<file path="src/rtl/bus_mon_pkg.sv">
// Shared types for the register-bus transaction history monitor.
// entry_t is sized for the 16-bit register bus; the top level converts
// explicitly when built with other bus widths.
package bus_mon_pkg;

   localparam int ENTRY_ADDR_W = 16;
   localparam int ENTRY_DATA_W = 16;

   typedef struct packed {
      logic [ENTRY_ADDR_W-1:0] addr;
      logic [ENTRY_DATA_W-1:0] data;
      logic                    rw;
   } entry_t;

   typedef enum logic [1:0] {
      CAP_ALL   = 2'd0,
      CAP_READ  = 2'd1,
      CAP_WRITE = 2'd2
   } capture_mode_e;

   function automatic logic in_window(input logic [ENTRY_ADDR_W-1:0] addr,
                                      input logic [ENTRY_ADDR_W-1:0] lo,
                                      input logic [ENTRY_ADDR_W-1:0] hi);
      return (addr >= lo) && (addr <= hi);
   endfunction

endpackage

</file>
<file path="src/rtl/bus_txn_history_if.sv">
// Register-bus snoop interface: one-cycle valid strobe with addr/data/rw.
interface bus_txn_history_if #(
   parameter int ADDR_WIDTH = 16,
   parameter int DATA_WIDTH = 16
);
   logic                  valid;
   logic [ADDR_WIDTH-1:0] addr;
   logic [DATA_WIDTH-1:0] data;
   logic                  rw;

   modport master (output valid, addr, data, rw);
   modport slave  (input  valid, addr, data, rw);
endinterface

</file>
<file path="src/rtl/bus_mon_history.sv">
// Circular history of captured bus entries. Synchronous write at wr_ptr,
// asynchronous read addressed by age (0 = newest). Owns the write pointer,
// the saturating entry count and the sticky overwrite flag.
module bus_mon_history
   import bus_mon_pkg::*;
#(
   parameter int DEPTH = 8
) (
   input  logic                       clk,
   input  logic                       rst,
   input  logic                       clr,
   input  logic                       wr_en,
   input  entry_t                     wr_entry,
   input  logic [$clog2(DEPTH)-1:0]   rd_age,
   output entry_t                     rd_entry,
   output logic [$clog2(DEPTH+1)-1:0] entries,
   output logic                       wrapped
);
   localparam int PTR_W = $clog2(DEPTH);
   localparam int CNT_W = $clog2(DEPTH+1);

   entry_t           mem [DEPTH];
   logic [PTR_W-1:0] wr_ptr;

   // Storage: contents are never reset, validity is tracked by entries.
   always_ff @(posedge clk) begin
      if (wr_en) mem[wr_ptr] <= wr_entry;
   end

   // Pointer, count and overwrite bookkeeping; the pointer wraps naturally.
   always_ff @(posedge clk or posedge rst) begin
      if (rst) begin
         wr_ptr  <= '0;
         entries <= '0;
         wrapped <= 1'b0;
      end else if (clr) begin
         wr_ptr  <= '0;
         entries <= '0;
         wrapped <= 1'b0;
      end else if (wr_en) begin
         wr_ptr <= wr_ptr + 1'b1;
         if (entries == CNT_W'(DEPTH)) wrapped <= 1'b1;
         else                          entries <= entries + 1'b1;
      end
   end

   assign rd_entry = mem[wr_ptr - PTR_W'(1) - rd_age];

endmodule

</file>
<file path="src/rtl/bus_txn_history.sv">
// Register-bus transaction history for the debug display.
// Filters snooped transactions by address window and direction, keeps the
// last DEPTH in bus_mon_history and presents one entry chosen by age.
// Optional feature: define BUS_MON_FREEZE_EN to add the freeze input,
// which suspends capture while browsing controls keep working.
module bus_txn_history
   import bus_mon_pkg::*;
#(
   parameter int                    ADDR_WIDTH   = 16,
   parameter int                    DATA_WIDTH   = 16,
   parameter int                    DEPTH        = 8,
   parameter logic [ADDR_WIDTH-1:0] ADDR_LO      = '0,
   parameter logic [ADDR_WIDTH-1:0] ADDR_HI      = {ADDR_WIDTH{1'b1}},
   parameter int unsigned           CAPTURE_MODE = 0
) (
   input  logic                             clk,
   input  logic                             rst,
   bus_txn_history_if.slave                 bus,
   input  logic                             step,
   input  logic                             latest,
   input  logic                             clear,
`ifdef BUS_MON_FREEZE_EN
   input  logic                             freeze,
`endif
   output logic [ADDR_WIDTH+DATA_WIDTH-1:0] disp_val,
   output logic                             disp_rw,
   output logic [$clog2(DEPTH)-1:0]         disp_sel,
   output logic [$clog2(DEPTH+1)-1:0]       entries,
   output logic                             wrapped
);
   localparam int            SEL_W = $clog2(DEPTH);
   localparam int            CNT_W = $clog2(DEPTH+1);
   localparam capture_mode_e MODE  = capture_mode_e'(CAPTURE_MODE[1:0]);

   logic             hold;
   logic             mode_ok;
   logic             cap;
   logic [SEL_W-1:0] sel;
   logic [SEL_W-1:0] sel_nxt;
   entry_t           wr_entry;
   entry_t           rd_entry;

`ifdef BUS_MON_FREEZE_EN
   assign hold = freeze;
`else
   assign hold = 1'b0;
`endif

   // Direction filter and capture qualification; clear always wins.
   always_comb begin
      mode_ok = 1'b1;
      case (MODE)
         CAP_READ:  mode_ok = ~bus.rw;
         CAP_WRITE: mode_ok = bus.rw;
         default:   mode_ok = 1'b1;
      endcase
      cap = bus.valid && mode_ok && !clear && !hold &&
            in_window(ENTRY_ADDR_W'(bus.addr), ENTRY_ADDR_W'(ADDR_LO), ENTRY_ADDR_W'(ADDR_HI));
      wr_entry      = '0;
      wr_entry.addr = ENTRY_ADDR_W'(bus.addr);
      wr_entry.data = ENTRY_DATA_W'(bus.data);
      wr_entry.rw   = bus.rw;
   end

   // Next selection: latest, then step (wraps on the pre-capture count),
   // then age the view so it stays on the same transaction after a capture.
   always_comb begin
      sel_nxt = sel;
      if (latest) begin
         sel_nxt = '0;
      end else if (step && (entries != '0)) begin
         if ((CNT_W'(sel) + CNT_W'(1)) >= entries) sel_nxt = '0;
         else                                      sel_nxt = sel + 1'b1;
      end
      if (cap && (sel_nxt != '0) && (sel_nxt != SEL_W'(DEPTH-1)))
         sel_nxt = sel_nxt + 1'b1;
   end

   // Selection register.
   always_ff @(posedge clk or posedge rst) begin
      if (rst)        sel <= '0;
      else if (clear) sel <= '0;
      else            sel <= sel_nxt;
   end

   bus_mon_history #(.DEPTH(DEPTH)) u_history (
      .clk      (clk),
      .rst      (rst),
      .clr      (clear),
      .wr_en    (cap),
      .wr_entry (wr_entry),
      .rd_age   (sel),
      .rd_entry (rd_entry),
      .entries  (entries),
      .wrapped  (wrapped)
   );

   // Display registers, loaded from the state left by the previous edge.
   always_ff @(posedge clk or posedge rst) begin
      if (rst) begin
         disp_val <= '0;
         disp_rw  <= 1'b0;
         disp_sel <= '0;
      end else if (entries == '0) begin
         disp_val <= '0;
         disp_rw  <= 1'b0;
         disp_sel <= '0;
      end else begin
         disp_val <= {ADDR_WIDTH'(rd_entry.addr), DATA_WIDTH'(rd_entry.data)};
         disp_rw  <= rd_entry.rw;
         disp_sel <= sel;
      end
   end

endmodule

</file>
<file path="src/flat_wrapper.sv">
// flat-port wrapper written by rule: the top's interface ports become plain ports
module bus_txn_history_flat import bus_mon_pkg::*;
#(
   parameter int                    ADDR_WIDTH   = 16,
   parameter int                    DATA_WIDTH   = 16,
   parameter int                    DEPTH        = 8,
   parameter logic [ADDR_WIDTH-1:0] ADDR_LO      = '0,
   parameter logic [ADDR_WIDTH-1:0] ADDR_HI      = {ADDR_WIDTH{1'b1}},
   parameter int unsigned           CAPTURE_MODE = 0
)
  (clk, rst, step, latest, clear, disp_val, disp_rw, disp_sel, entries, wrapped, bus_valid, bus_addr, bus_data, bus_rw);
  bus_txn_history_if #(.ADDR_WIDTH(ADDR_WIDTH), .DATA_WIDTH(DATA_WIDTH)) bus_i ();
  input  logic clk;
  input  logic rst;
  input  logic step;
  input  logic latest;
  input  logic clear;
  output logic [ADDR_WIDTH+DATA_WIDTH-1:0] disp_val;
  output logic disp_rw;
  output logic [$clog2(DEPTH)-1:0] disp_sel;
  output logic [$clog2(DEPTH+1)-1:0] entries;
  output logic wrapped;
  input wire logic [$bits(bus_i.valid)-1:0] bus_valid;
  input wire logic [$bits(bus_i.addr)-1:0] bus_addr;
  input wire logic [$bits(bus_i.data)-1:0] bus_data;
  input wire logic [$bits(bus_i.rw)-1:0] bus_rw;
  assign bus_i.valid = bus_valid;
  assign bus_i.addr = bus_addr;
  assign bus_i.data = bus_data;
  assign bus_i.rw = bus_rw;
  bus_txn_history #(.ADDR_WIDTH(ADDR_WIDTH), .DATA_WIDTH(DATA_WIDTH), .DEPTH(DEPTH), .ADDR_LO(ADDR_LO), .ADDR_HI(ADDR_HI), .CAPTURE_MODE(CAPTURE_MODE)) u_core (.clk(clk), .rst(rst), .bus(bus_i), .step(step), .latest(latest), .clear(clear), .disp_val(disp_val), .disp_rw(disp_rw), .disp_sel(disp_sel), .entries(entries), .wrapped(wrapped));
endmodule
</file>
<file path="config.mk">
export PLATFORM = sky130hd
export DESIGN_NAME = bus_txn_history_flat
export DESIGN_NICKNAME = d
export VERILOG_FILES = /design/src/rtl/bus_mon_pkg.sv /design/src/rtl/bus_txn_history_if.sv /design/src/rtl/bus_mon_history.sv /design/src/rtl/bus_txn_history.sv /design/src/flat_wrapper.sv
export SDC_FILE = /design/constraint.sdc
export NUM_CORES = 1
export LEC_CHECK = 0
export BUFFER_PORTS_ARGS = -buffer_cell sky130_fd_sc_hd__buf_2
export CAP_MARGIN = 20
export CORE_ASPECT_RATIO = 0.75
export CORE_UTILIZATION = 45
export DETAILED_ROUTE_END_ITERATION = 10
export GPL_TIMING_DRIVEN = 0
export PLACE_DENSITY_LB_ADDON = 0.25
export SYNTH_ARGS = -nofsm -noshare
export SYNTH_HDL_FRONTEND = slang
export SYNTH_HIERARCHICAL = 1
export SYNTH_SLANG_ARGS = --single-unit
</file>
<file path="constraint.sdc">
create_clock -name clk -period 4.5 [get_ports clk]
set_input_delay 0.225 -clock clk [delete_from_list [all_inputs] [get_ports clk]]
set_output_delay 0.225 -clock clk [all_outputs]
set_load 0.03 [all_outputs]
</file>
---- Word level (Yosys, flattened, before mapping) ----
Memories as Yosys holds them, arrays and structs flattened.
Cells that the tools add are included.
word-level totals
  output and inout bits ................... 41
  memories kept ........................... 1
  input bits .............................. 39
  register bits after elaboration ......... 47
  bits in writable memories ............... 264
  word-level logic and storage cells ...... 53
operators by class
  $add $sub $neg .......................... 7
  order comparisons ....................... 3
  reduce and logical (&&, ||, !) cells .... 14
  eq/ne operators ......................... 3
  multiplexer cells ....................... 18
memories
  name                  words  bits a word  read ports  clocked after Yosys merged registers in  write ports  line                   text
  u_core.u_history.mem  8      33           1           0                                        1            bus_mon_history.sv:22  entry_t mem [DEPTH];
operator list
  operator                count
  $mux W32                1
  $mux W3                 8
  $ge A16 B1 Y1 const B   1
  $le A16 B16 Y1 const B  1
  $mux W4                 3
  $add A3 B1 Y3 const B   3
  $logic_and A1 B1 Y1     6
  $mux W1                 6
  $add A3 B1 Y4 const B   1
  $add A4 B1 Y4 const B   1
  $eq A4 B4 Y1 const B    1
  $ge A4 B4 Y1            1
  $logic_not A4 Y1        1
  $reduce_and A2 Y1       2
  $reduce_bool A2 Y1      2
  $reduce_bool A4 Y1      1
  $ne A3 B3 Y1 const B    1
  $reduce_bool A3 Y1      1
  $sub A3 B1 Y3 const B   1
  $sub A3 B3 Y3           1
  $ne A2 B2 Y1 const B    1
  $logic_not A1 Y1        1

---- Depth between registers and ports, before layout ----
Gate-level depths: netlist of run 1.
  word-level depth ........................ 10
  mapped depth ............................ 16
  gate-level depth less buffers ........... 16

---- Modules after synthesis ----
The synthesis of run 1 kept the hierarchy.
by module, submodules not included
  module           seq. area each (µm²)  instances  area each (µm²)  cells an instance
  bus_mon_history  8127.8                1          10550.1          440
  bus_txn_history  975.9                 1          1644.1           134

---- Worst setup path after synthesis of run 1 ----
Ideal clock, no wire load.
  kind .................................... input port to flip-flop
  start point ............................. in bus_valid
  end point ............................... mem u_core/u_history/mem[0][0] (netlist bit) (enable)
  buffers on the path ..................... 1
  setup time .............................. 0.464 ns
  data arrival time ....................... 2.914 ns
  cell stages on the path ................. 4
  data required time ...................... 4.036 ns
  slack ................................... 1.122 ns
  cell sequence ........................... nor2b_1 -> buf_2 -> nand2b_1 -> nor3_1
between the ends
  word-level cells in the longest chain between the ends .. 4
RTL lines
  what                              line                   text
  start, declared                   flat_wrapper.sv:23     input wire logic [$bits(bus_i.valid)-1:0] bus_valid;
  $logic_and A1 B1 Y1 (2 in a row)  bus_txn_history.sv:57  cap = bus.valid && mode_ok && !clear && !hold &&
  $mux W1                           bus_mon_history.sv:27  if (wr_en) mem[wr_ptr] <= wr_entry;
  $mux W1 (implied by the code)     bus_mon_history.sv:27
  end, declared                     bus_mon_history.sv:22
No other way between the ends.

---- Worst setup path after layout of run 1 ----
  start point ............................. reg u_core.sel[0]
  end point ............................... reg u_core.sel[1]
between the ends
  word-level cells in the longest chain between the ends .. 10
  elaborated cells between the ends (all ways) .. 13
  those cells by class .................... 3 x add/sub; 1 x order compare; 1 x eq/ne; 5 x mux; 3 x reduce/logical
RTL lines
  what                                                   line                   text
  start, declared                                        bus_txn_history.sv:38  logic [SEL_W-1:0] sel;
  start signal, assigned                                 bus_txn_history.sv:83  else sel <= sel_nxt;
  $add A3 B1 Y4                                          bus_txn_history.sv:72  if ((CNT_W'(sel) + CNT_W'(1)) >= entries) sel_nxt = '0;
  $ge A4 B4 Y1                                           bus_txn_history.sv:72
  $mux W3                                                bus_txn_history.sv:72
  $mux W3 (*)                                            bus_txn_history.sv:71  end else if (step && (entries != '0)) begin
  $mux W3 (*)                                            bus_txn_history.sv:69  if (latest) begin
  branches (longest 3 deep; another with $add A3 B1 Y3)  n/a
  $mux W3 (*)                                            bus_txn_history.sv:75  if (cap && (sel_nxt != '0) && (sel_nxt != SEL_W'(DEPTH-1)))
  $mux W3 (*)                                            bus_txn_history.sv:82  else if (clear) sel <= '0;
Mark *: on every way between the ends.
A chain may end at the register's enable or synchronous reset.

==> qor.txt, run 1 <==
Mapped Nets -> 626
Starting Density -> 0.464
Pleak -> 0.00541 uW
R2R depth -> 16
Final ANT Viol Nets -> 0
P per Cell Area -> 429 mW/mm2
Root buffer cell -> clkbuf_16
Crit end category -> flip-flop
Vias post-DR -> 5836
RSZ-0062 raised after global routing -> no
Share of layout cells above drive strength 1 -> 0.364
Top-count cell post-synth -> edfxtp_1
Sequential element share of the synthesized area -> 0.747
Core Area -> 0.0263 mm2
Fin. Hold Viols -> 0
Ant diodes -> 0
YS warnings -> 6
Async SR Flop Fraction -> 0.151
Detailed-route DRC error count -> 0
HP Start -> latest
Critical-path cell list -> ha_1 -> xor2_1 -> ha_1 -> o21a_1 -> nor2_1 -> or2_2 -> a32oi_1 -> inv_1 -> ha_1 -> ha_1 -> nand2b_1 -> a21oi_1 -> nand3_1 -> o21ai_0 -> o21ai_0 -> a21oi_1
Final nets -> 786
First-pass GRT wire length -> 36600 um
Total wire length -> 24200 um
Ports -> 80
Congestion Overflow GR -> 0
Netlist Area Pre-Place -> 0.0122 mm2
Die Y -> 145 um
Area share of the largest cell type after synthesis -> 0.650
Reg-to-Reg End -> u_core/sel[1]
Main synth FF type -> edfxtp_1
H-Tree Depth -> 1
Required @ worst endpoint -> 4.97 ns
Die W -> 192 um
Critical path's largest stage delay -> 0.48 ns
CP max stage cell -> dfrtp_1
Cells after DPL -> 1011
Most common cell on crit path -> ha_1
Max Clock Skew -> 0.00888 ns
Hold Crit Endpoint -> u_core/sel[2]
Worst setup path category -> reg -> reg
Gate Count Post-Synth -> 574
CTS tree -> done
DP Wirelength -> 15400 um
CTS Buffer Depth -> 3
Launching point of the worst reg2reg path -> u_core/sel[0]
Final Non-Filler Cells -> 1102
CP top delay family -> compound AO/OA/AOI/OAI gates
Avg Inst Size Synth -> 21.2 um2
Hold WC Path Type -> in -> reg
Cell variety after synth -> 42
Rows -> 51
IO buf count -> 79
Relative slew slack -> 0.319
Worst IR Drop VDD -> 0.272 mV
Vias in the first global route -> 6244
Avg WL per Cell -> 22.0 um
Min-Delay Path Depth -> 4
Later-pin clock latency in the skew report -> 0.55 ns
Final period utilization -> 0.791
Largest net degree at the start of global routing -> 22
Clk sinks -> 311
Fmax -> 281 MHz
Number of flops mapped to enable cells by yosys -> 264
Ranking of synthesized cells by area -> edfxtp_1 65%, mux4_2 12%, dfrtp_1 9.6%, mux2_4 3.7%, nor2b_1 1.7%
Crit path buffers/inverters -> 1
Setup ws final -> 0.943 ns
Die area -> 0.0278 mm2
CP max FO -> 7
Top cell type by total area after synthesis -> edfxtp_1
Status -> finished clean
Drt via density -> 5.30
Reg clk slew, reported paths -> 0.06 ns
Layout area overhead -> 20.4%
Pre-CTS setup slack -> 0.999 ns
Tmin final -> 3.56 ns
Synth top cells by count -> 264 x edfxtp_1, 66 x mux4_2, 47 x dfrtp_1
Post-layout util -> 0.559
Synthesis-stage register bit count -> 311
Initial DRC count -> 340
GP Congestion -> 0.827
Crit start category -> flip-flop
Worst-margin pin slew -> 1.02 ns
Pins over their slew limit -> 0
Worst Path Arrival -> 4.03 ns
Num CTS Buffers -> 30
R2r setup slk -> 0.94 ns
Filler cells -> 1976
MaxCap Viol Count -> 0
Initial DRT Pass Iterations -> 5
GRT Overall Usage -> 0.182
Endpoints failing setup -> 0
Initial antenna violation count -> 0
routing by layer:
| metal | global-route usage | share of wire | vias to the layer above |
|---|---|---|---|
| met5 | 0 | 0 | - |
| met3 | 0.0274 | 0.041 | 36 |
| met2 | 0.316 | 0.50 | 136 |
| met1 | 0.244 | 0.44 | 3056 |
| met4 | 0.0381 | 0.015 | 0 |
| li1 | - | - | 2608 |
power breakdown:
| part | switching [uW] | internal [uW] | leakage (uW) |
|---|---|---|---|
| clock network | 1030 | 1500 | 0.000489 |
| registers | 16.8 | 3180 | 0.00303 |
| logic | 291 | 281 | 0.00189 |
| total | 1340 | 4960 | 0.00541 |
flip-flops by register name, summed over array words and instances, names as in the netlist:
signal / flops
u_core/disp_sel: 3
u_core/disp_rw: 1
u_core/u_history/entries: 4
u_core/disp_val: 32
u_core/sel: 3
u_core/u_history/wr_ptr: 3
u_core/u_history/wrapped: 1
u_core/u_history/mem: 264
cells in the final DEF, fill, tap and decap left out, drive strengths merged, types with 2 or more instances in the layout:
cell and count:
a21oi 10, and2b 6, and3 3, buf 111
bufinv 3, clkbuf 46, clkinv 9, clkinvlp 3
dfrtp 47, dlygate4sd3 35, edfxtp 264, ha 12
inv 15, mux2 33, mux4 66, nand2 7
nand2b 5, nand3 4, nor2 13, nor2b 33
nor3 3, o21ai 6, or2 2, or3 2
xnor2 2, xor2 4
stage by stage:
| step | TNS [ns] | power (uW) | hold WS (ns) | cell area, um2 |
|---|---|---|---|---|
| floorplan | 0 | 3640 | 0.0407 | 12200 |
| global placement | -93.24 | 3790 | 0.193 | 13000 |
| detailed placement | 0 | 3810 | 0.208 | 13300 |
| CTS | 0 | 6360 | 0.0187 | 14700 |
| global route | 0 | 6500 | 0.0451 | 14700 |
| finish | 0 | 6290 | 0.0407 | 14700 |
logic make-up after synthesis:
group | synth area share
AND/OR/NAND/NOR | 0.0422
adder cells (fa/ha/maj) | 0.0140
AO/OA/AOI/OAI | 0.0122
multiplexers | 0.162
XOR/XNOR | 0.00493
flip-flops | 0.747
buffers and inverters | 0.0178
timing repair:
action | 4_1_cts | 5_1_grt
hold endpoints to repair | 292 | 0
buffers inserted | 0 | 0
hold buffers | 35 | 0
gates resized for setup | 0 | 0
cell type report:
class / count / area (um2) / area share
Timing Repair Buffer: 128 / 995 / 0.0677
Clock inverter: 15 / 158 / 0.0107
Sequential cell: 311 / 9100 / 0.620
Multi-Input combinational cell: 225 / 2930 / 0.199
Tap cell: 344 / 430 / 0.0293
Inverter: 15 / 56.3 / 0.00383
Clock buffer: 41 / 853 / 0.0581
Buffer: 23 / 160 / 0.0109
worst max path at each step:
stage	slack, ns	from	depth (start not counted)	end
after floorplan	1.12	bus_valid	4	u_core/u_history/mem[0][0]
after global placement	-1.49	clear	5	u_core/u_history/mem[0][8]
after detailed placement	1.0	u_core/sel[0]	16	u_core/sel[1]
after CTS	0.95	u_core/sel[0]	16	u_core/sel[1]
after global routing	0.68	u_core/sel[0]	16	u_core/sel[0]
final	0.94	u_core/sel[0]	16	u_core/sel[1]
worst reg2reg max path: cells and delay by family, from the launching register on:
kind / cells / cell delay [ns]
simple gates: 4 / 0.64
flops: 1 / 0.48
compound gates: 6 / 1.19
buf+inv: 1 / 0.08
xor+xnor: 1 / 0.15
fa+ha+maj: 4 / 0.95
Note: power is estimated with default switching activity, not from simulation.
==> inputs of run 2 (changes only) <==
==> constraint.sdc (replaced) <==
create_clock -name clk -period 3.3 [get_ports clk]
set_input_delay 0.165 -clock clk [delete_from_list [all_inputs] [get_ports clk]]
set_output_delay 0.165 -clock clk [all_outputs]
set_load 0.03 [all_outputs]
==> run 2 against run 1 <==
Worst setup slack got worse by 0.83 ns. Critical path depth decreased by 1. Sequential share of layout area decreased by 0.67 points. Via count increased by 0.51%. First-iteration DRC count increased by 14%. Clock skew increased by 0.00074 ns. Global-route usage increased by 0.25 points. Routed wire length about the same. Largest cell class unchanged. Cell count increased by 0.18%.
==> qor.txt, run 2 (synthesis results as in run 1) <==
Status -> finished clean (unchanged)
Layout area overhead -> 21.8% (was 20.4%)
Root buffer cell -> clkbuf_16 (unchanged)
Share of layout cells above drive strength 1 -> 0.391 (was 0.364)
Endpoints failing setup -> 0 (unchanged)
Total wire length -> 24300 um (was 24200 um)
Num CTS Buffers -> 29 (was 30)
Filler cells -> 1965 (was 1976)
Ant diodes -> 0 (unchanged)
Hold Crit Endpoint -> u_core/sel[2] (unchanged)
R2R depth -> 15 (was 16)
Vias post-DR -> 5866 (was 5836)
GRT Overall Usage -> 0.184 (was 0.182)
Met3 GRT Util -> 0.0279 (was 0.0274)
Congestion Overflow GR -> 0 (unchanged)
Commonest cells after routing, fill and taps aside -> 264 x edfxtp_1, 86 x buf_2, 66 x mux4_2 (was 264 x edfxtp_1, 84 x buf_2, 66 x mux4_2)
CP top delay family -> simple AND/OR/NAND/NOR gates (was compound AO/OA/AOI/OAI gates)
P per Cell Area -> 584 mW/mm2 (was 429 mW/mm2)
Largest net degree at the start of global routing -> 23 (was 22)
Biggest regs -> u_core/u_history/mem x264, u_core/disp_val x32, u_core/u_history/entries x4 (unchanged)
Drt via density -> 5.31 (was 5.30)
Worst-margin pin slew -> 1.01 ns (was 1.02 ns)
DP Wirelength -> 15100 um (was 15400 um)
Setup ws final -> 0.109 ns (was 0.943 ns)
Initial antenna violation count -> 0 (unchanged)
Starting Density -> 0.464 (unchanged)
Initial DRC count -> 386 (was 340)
GRT busiest layer -> met2 (unchanged)
Critical-path cell list -> buf_4 -> buf_4 -> ha_1 -> nand2b_4 -> a2111oi_4 -> o21bai_2 -> nand2_1 -> nand2_1 -> a21oi_2 -> ha_1 -> nand2b_4 -> or2_2 -> o21ai_4 -> or3_1 -> a21oi_1 (was ha_1 -> xor2_1 -> ha_1 -> o21a_1 -> nor2_1 -> or2_2 -> a32oi_1 -> inv_1 -> ha_1 -> ha_1 -> nand2b_1 -> a21oi_1 -> nand3_1 -> o21ai_0 -> o21ai_0 -> a21oi_1)
First-pass GRT wire length -> 37200 um (was 36600 um)
GP Congestion -> 0.781 (was 0.827)
R2r setup slk -> 0.11 ns (was 0.94 ns)
M1 GR Usage -> 0.256 (was 0.244)
Relative slew slack -> 0.323 (was 0.319)
Initial DRT Pass Iterations -> 5 (unchanged)
DP Area -> 0.0133 mm2 (about the same)
Reg-to-Reg End -> u_core/sel[0] (was u_core/sel[1])
Ports -> 80 (unchanged)
Pins over their slew limit -> 0 (unchanged)
Die W -> 192 um (unchanged)
Detailed-route DRC error count -> 0 (unchanged)
Min-Delay Path Depth -> 4 (unchanged)
Worst Path Arrival -> 3.64 ns (was 4.03 ns)
Leading cell type in the layout, fill and taps excluded -> edfxtp_1 (unchanged)
Core Area -> 0.0263 mm2 (unchanged)
Max Clock Skew -> 0.00962 ns (was 0.00888 ns)
Launching point of the worst reg2reg path -> u_core/sel[0] (unchanged)
Final ANT Viol Nets -> 0 (unchanged)
Register area -> 0.00911 mm2 (was 0.00910 mm2)
Critical path's largest stage delay -> 0.45 ns (was 0.48 ns)
Final nets -> 789 (was 786)
CP max FO -> 5 (was 7)
Crit path buffers/inverters -> 2 (was 1)
Grt met2 use -> 0.313 (was 0.316)
Worst setup path category -> reg -> reg (unchanged)
Reg clk slew, reported paths -> 0.06 ns (about the same)
RSZ-0062 raised after global routing -> yes (was no)
Die Y -> 145 um (unchanged)
Crit start category -> flip-flop (unchanged)
Fin. Hold Viols -> 0 (unchanged)
CP max stage cell -> dfrtp_2 (was dfrtp_1)
Pleak -> 0.00545 uW (was 0.00541 uW)
Pre-CTS setup slack -> -0.255 ns (was 0.999 ns)
HP Start -> bus_valid (was latest)
Avg WL per Cell -> 22.0 um (about the same)
Area of the multi-input gates -> 0.00303 mm2 (was 0.00293 mm2)
Largest register FFs -> 264 (unchanged)
MaxCap Viol Count -> 0 (unchanged)
Later-pin clock latency in the skew report -> 0.54 ns (was 0.55 ns)
CTS tree -> done (unchanged)
Final period utilization -> 0.967 (was 0.791)
CTS Buffer Depth -> 3 (unchanged)
H-Tree Depth -> 1 (unchanged)
Rows -> 51 (unchanged)
Required @ worst endpoint -> 3.75 ns (was 4.97 ns)
Die area -> 0.0278 mm2 (unchanged)
Post-route cell area -> 0.0149 mm2 (was 0.0147 mm2)
Crit end category -> flip-flop (unchanged)
Worst IR Drop VDD -> 0.373 mV (was 0.272 mV)
Hold WC Path Type -> in -> reg (unchanged)
Biggest register -> u_core/u_history/mem (unchanged)
Fmax -> 313 MHz (was 281 MHz)
Clk sinks -> 311 (unchanged)
Tmin final -> 3.19 ns (was 3.56 ns)
IO buf count -> 79 (unchanged)
Vias in the first global route -> 6204 (was 6244)
[run 2: cell types whose count changed in the layout (fill, tap and decap cells not counted), moves of 3 or more]
cell and change:
clkbuf_1 -3, buf_1 -3, inv_6 +3, a21oi_1 -4, buf_12 +3, bufinv_16 +3, clkinvlp_4 -3, buf_6 -5
buf_4 +6
[run 2: what timing repair did]
action                     CTS  global route
setup buffers                0             6
resized for setup            8            16
hold endpoints to repair   294             0
setup endpoints to repair    8            12
pin swaps                    0             9
hold buffers                36             0
gates cloned                 0             0
[run 2: layout make-up]
type | instances | area share
buffer | 23 | 0.0110
clock buffer | 34 | 0.0515
clock inverter | 20 | 0.0176
inverter | 15 | 0.00379
multi-input combinational | 225 | 0.204
sequential | 311 | 0.613
tap | 344 | 0.0290
timing repair buffer | 132 | 0.0699
[run 2: worst max path at each step]
| stage | start | end | depth (start not counted) |
|---|---|---|---|
| 6_report | u_core/sel[0] | u_core/sel[0] | 15 |
| 5_1_grt | u_core/sel[0] | u_core/sel[0] | 16 |
| 4_1_cts | u_core/sel[0] | u_core/sel[0] | 16 |
| 3_5_place_dp | u_core/sel[0] | u_core/sel[0] | 16 |
| 3_3_place_gp | clear | u_core/u_history/mem[1][7] | 5 |
| 2_1_floorplan | u_core/sel[0] | u_core/sel[1] | 16 |
[run 2: metrics by stage]
step	TNS [ns]	instances	util	hold slack, ns	total power, uW
2_1_floorplan	0	574	-	-0.0193	4960
3_3_place_gp	-193.36	997	0.496	0.136	5160
5_1_grt	-0.0646	1104	0.565	0.111	8960
6_report	0	1104	0.565	0.0633	8670
3_5_place_dp	-0.509	1008	0.507	0.161	5200
4_1_cts	0	1098	0.560	0.0530	8750
[run 2: worst register-to-register path: stages, from the launching register on]
cell	delay (ns)
dfrtp_2	0.45
buf_4	0.15
buf_4	0.12
ha_1	0.26
nand2b_4	0.15
a2111oi_4	0.39
o21bai_2	0.15
nand2_1	0.10
nand2_1	0.09
a21oi_2	0.19
ha_1	0.17
nand2b_4	0.14
or2_2	0.16
o21ai_4	0.07
or3_1	0.35
a21oi_1	0.15
[run 2: layer usage]
| layer | vias to the layer above | share of wire |
|---|---|---|
| met5 | - | 0 |
| met4 | 0 | 0.012 |
| met3 | 25 | 0.040 |
| met2 | 113 | 0.50 |
| met1 | 3110 | 0.45 |
| li1 | 2618 | - |
[run 2: power by group]
group	switching [uW]	internal [uW]
clock network	1390	2130
registers	25.0	4330
logic	399	388
==> inputs of run 3 (changes only) <==
--- a/config.mk
+++ b/config.mk
@@ -7,7 +7,10 @@
 export LEC_CHECK = 0
 export BUFFER_PORTS_ARGS = -buffer_cell sky130_fd_sc_hd__buf_2
 export CAP_MARGIN = 20
+export CELL_PAD_IN_SITES_DETAIL_PLACEMENT = 0
+export CELL_PAD_IN_SITES_GLOBAL_PLACEMENT = 2
 export CORE_ASPECT_RATIO = 0.75
+export CORE_MARGIN = 2
 export CORE_UTILIZATION = 45
 export DETAILED_ROUTE_END_ITERATION = 10
 export GPL_TIMING_DRIVEN = 0
==> run 3 against run 2 <==
Cell count is 0.63% higher. Clock power is 3% lower. Count of clock-buffer cells in the layout is 6 higher. Via count is 0.15% higher. Die area is 2.4% higher. Fmax is 0.10% higher. Clock skew is 0.0089 ns higher. Register-to-register slack hardly changed. Global-route usage is 0.52 points lower. Critical endpoint is now u_core/sel[1]. Largest power group unchanged.
==> qor.txt, run 3 (synthesis results as in run 1) <==
Status -> finished clean (unchanged)
CP max stage cell -> dfrtp_2 (unchanged)
Biggest regs -> u_core/u_history/mem x264, u_core/disp_val x32, u_core/u_history/entries x4 (unchanged)
Num CTS Buffers -> 30 (was 29)
Worst-margin pin slew -> 0.911 ns (was 1.01 ns)
Vias in the first global route -> 6200 (was 6204)
MaxCap Viol Count -> 0 (unchanged)
R2R depth -> 16 (was 15)
Worst setup path category -> reg -> reg (unchanged)
Tmin final -> 3.19 ns (about the same)
GRT Overall Usage -> 0.179 (was 0.184)
Layout area overhead -> 21.2% (was 21.8%)
Drt via density -> 5.29 (was 5.31)
First-pass GRT wire length -> 38000 um (was 37200 um)
Leading cell type in the layout, fill and taps excluded -> edfxtp_1 (unchanged)
Max Clock Skew -> 0.0185 ns (was 0.00962 ns)
Root buffer cell -> clkbuf_16 (unchanged)
DP Wirelength -> 15800 um (was 15100 um)
Die W -> 194 um (was 192 um)
Min-Delay Path Depth -> 4 (unchanged)
HP Start -> bus_valid (unchanged)
Most common cell on crit path -> ha_1
H-Tree Depth -> 1 (unchanged)
Share of layout cells above drive strength 1 -> 0.377 (was 0.391)
Largest net degree at the start of global routing -> 22 (was 23)
Endpoints failing setup -> 0 (unchanged)
CTS Buffer Depth -> 3 (unchanged)
Commonest cells after routing, fill and taps aside -> 264 x edfxtp_1, 86 x buf_2, 66 x mux4_2 (unchanged)
Fmax -> 314 MHz (was 313 MHz)
Switching share of power -> 0.216 (was 0.209)
Avg WL per Cell -> 22.8 um (was 22.0 um)
Required @ worst endpoint -> 3.77 ns (was 3.75 ns)
CTS tree -> done (unchanged)
Reg-to-Reg End -> u_core/sel[1] (was u_core/sel[0])
Reg power frac -> 0.508 (was 0.503)
Hold WC Path Type -> in -> reg (unchanged)
Launching point of the worst reg2reg path -> u_core/sel[0] (unchanged)
Pins over their slew limit -> 0 (unchanged)
R2r setup slk -> 0.11 ns (about the same)
Filler cells -> 2090 (was 1965)
Critical-path cell list -> ha_2 -> xor2_1 -> ha_1 -> o21a_1 -> nor2_1 -> or2_4 -> a32oi_4 -> inv_1 -> ha_1 -> ha_1 -> nand2b_4 -> a21oi_2 -> nand3_1 -> o21ai_2 -> o21ai_0 -> a21oi_1 (was buf_4 -> buf_4 -> ha_1 -> nand2b_4 -> a2111oi_4 -> o21bai_2 -> nand2_1 -> nand2_1 -> a21oi_2 -> ha_1 -> nand2b_4 -> or2_2 -> o21ai_4 -> or3_1 -> a21oi_1)
Vias post-DR -> 5875 (was 5866)
Largest register FFs -> 264 (unchanged)
Detailed-route DRC error count -> 0 (unchanged)
Final nets -> 787 (was 789)
Crit start category -> flip-flop (unchanged)
Reg clk slew, reported paths -> 0.06 ns (about the same)
Area of the multi-input gates -> 0.00298 mm2 (was 0.00303 mm2)
GP Congestion -> 0.786 (was 0.781)
Initial DRC count -> 484 (was 386)
Ports -> 80 (unchanged)
Cells after DPL -> 1015 (was 1008)
Congestion Overflow GR -> 0 (unchanged)
Later-pin clock latency in the skew report -> 0.56 ns (was 0.54 ns)
Rows -> 52 (was 51)
Cell-internal power -> 6720 uW (was 6850 uW)
Crit end category -> flip-flop (unchanged)
Die Y -> 147 um (was 145 um)
Register area -> 0.00911 mm2 (unchanged)
Relative slew slack -> 0.391 (was 0.323)
Final period utilization -> 0.966 (was 0.967)
Fin. Hold Viols -> 0 (unchanged)
CP max FO -> 5 (unchanged)
Worst IR Drop VDD -> 0.438 mV (was 0.373 mV)
Initial antenna violation count -> 1 (was 0)
Die area -> 0.0284 mm2 (was 0.0278 mm2)
Final ANT Viol Nets -> 0 (unchanged)
Worst Path Arrival -> 3.66 ns (was 3.64 ns)
P per Cell Area -> 580 mW/mm2 (was 584 mW/mm2)
IO buf count -> 79 (unchanged)
Post-layout util -> 0.551 (was 0.565)
Hold Crit Endpoint -> u_core/sel[2] (unchanged)
Comb pwr share -> 0.093 (was 0.091)
Total wire length -> 25300 um (was 24300 um)
Biggest register -> u_core/u_history/mem (unchanged)
Initial DRT Pass Iterations -> 4 (was 5)
Core Area -> 0.0268 mm2 (was 0.0263 mm2)
Pleak -> 0.00542 uW (was 0.00545 uW)
Clk sinks -> 311 (unchanged)
Switch Pwr -> 1860 uW (was 1820 uW)
Starting Density -> 0.455 (was 0.464)
Clock Power Share -> 0.399 (was 0.407)
Critical path's largest stage delay -> 0.45 ns (about the same)
Final Non-Filler Cells -> 1111 (was 1104)
## run 3: timing repair
action / CTS / global route
hold buffers: 36 / 0
pin swaps: 0 / 2
endpoints found under the hold margin: 293 / 0
setup buffers: 0 / 3
resized for setup: 7 / 7
endpoints found under the setup margin: 16 / 10
## run 3: worst max-delay path by stage
stage | startpoint | depth (start not counted) | end
2_1_floorplan | u_core/sel[0] | 16 | u_core/sel[1]
3_3_place_gp | clear | 5 | u_core/u_history/mem[1][8]
3_5_place_dp | u_core/sel[0] | 16 | u_core/sel[1]
4_1_cts | u_core/sel[0] | 16 | u_core/sel[1]
5_1_grt | u_core/sel[1] | 16 | u_core/sel[1]
6_report | u_core/sel[0] | 16 | u_core/sel[1]
## run 3: stage by stage
stage	setup TNS, ns	hold WS, ns	total power, uW	worst slack, ns	instance area, um2
finish	0	0.0808	8580	0.112	14800
global route	-0.00329	0.0775	8880	-0.00329	14800
CTS	-0.0145	0.0467	8660	-0.0145	14700
detailed placement	-0.670	0.144	5210	-0.279	13300
global placement	-237.43	0.125	5170	-1.08	13000
floorplan	0	-0.0193	4960	0.227	12200
## run 3: layout make-up
| cell class | count | share of cell area |
|---|---|---|
| Antenna cell | 1 | 0.000169 |
| Buffer | 23 | 0.0111 |
| Clock buffer | 40 | 0.0560 |
| Clock inverter | 16 | 0.0116 |
| Inverter | 15 | 0.00381 |
| Multi-Input combinational cell | 225 | 0.202 |
| Sequential cell | 311 | 0.616 |
| Tap cell | 351 | 0.0297 |
| Timing Repair Buffer | 129 | 0.0697 |
## run 3: layer usage
metal  part of all wire  wire length (um)  vias to the layer above  track usage
li1                   -                 -                     2606            -
met3              0.050              1260                       31       0.0289
met4              0.016               417                        0       0.0345
met1               0.46             11500                     3076        0.263
met5                  0                 0                        -            0
met2               0.48             12100                      162        0.288
## run 3: power groups by stage
stage / Clock (uW) / Combinational [uW] / Sequential, uW
global route: 3670 / 851 / 4360
global placement: 0 / 735 / 4440
CTS: 3500 / 807 / 4360
floorplan: 0 / 456 / 4500
detailed placement: 0 / 770 / 4440
finish: 3430 / 794 / 4360
## run 3: critical path, delay by kind of cell (launching register included)
| family | cells | cell delay, ns |
|---|---|---|
| compound gates | 6 | 0.98 |
| simple gates | 4 | 0.60 |
| xor+xnor | 1 | 0.14 |
| flops | 1 | 0.45 |
| fa+ha+maj | 4 | 0.88 |
| buf+inv | 1 | 0.07 |
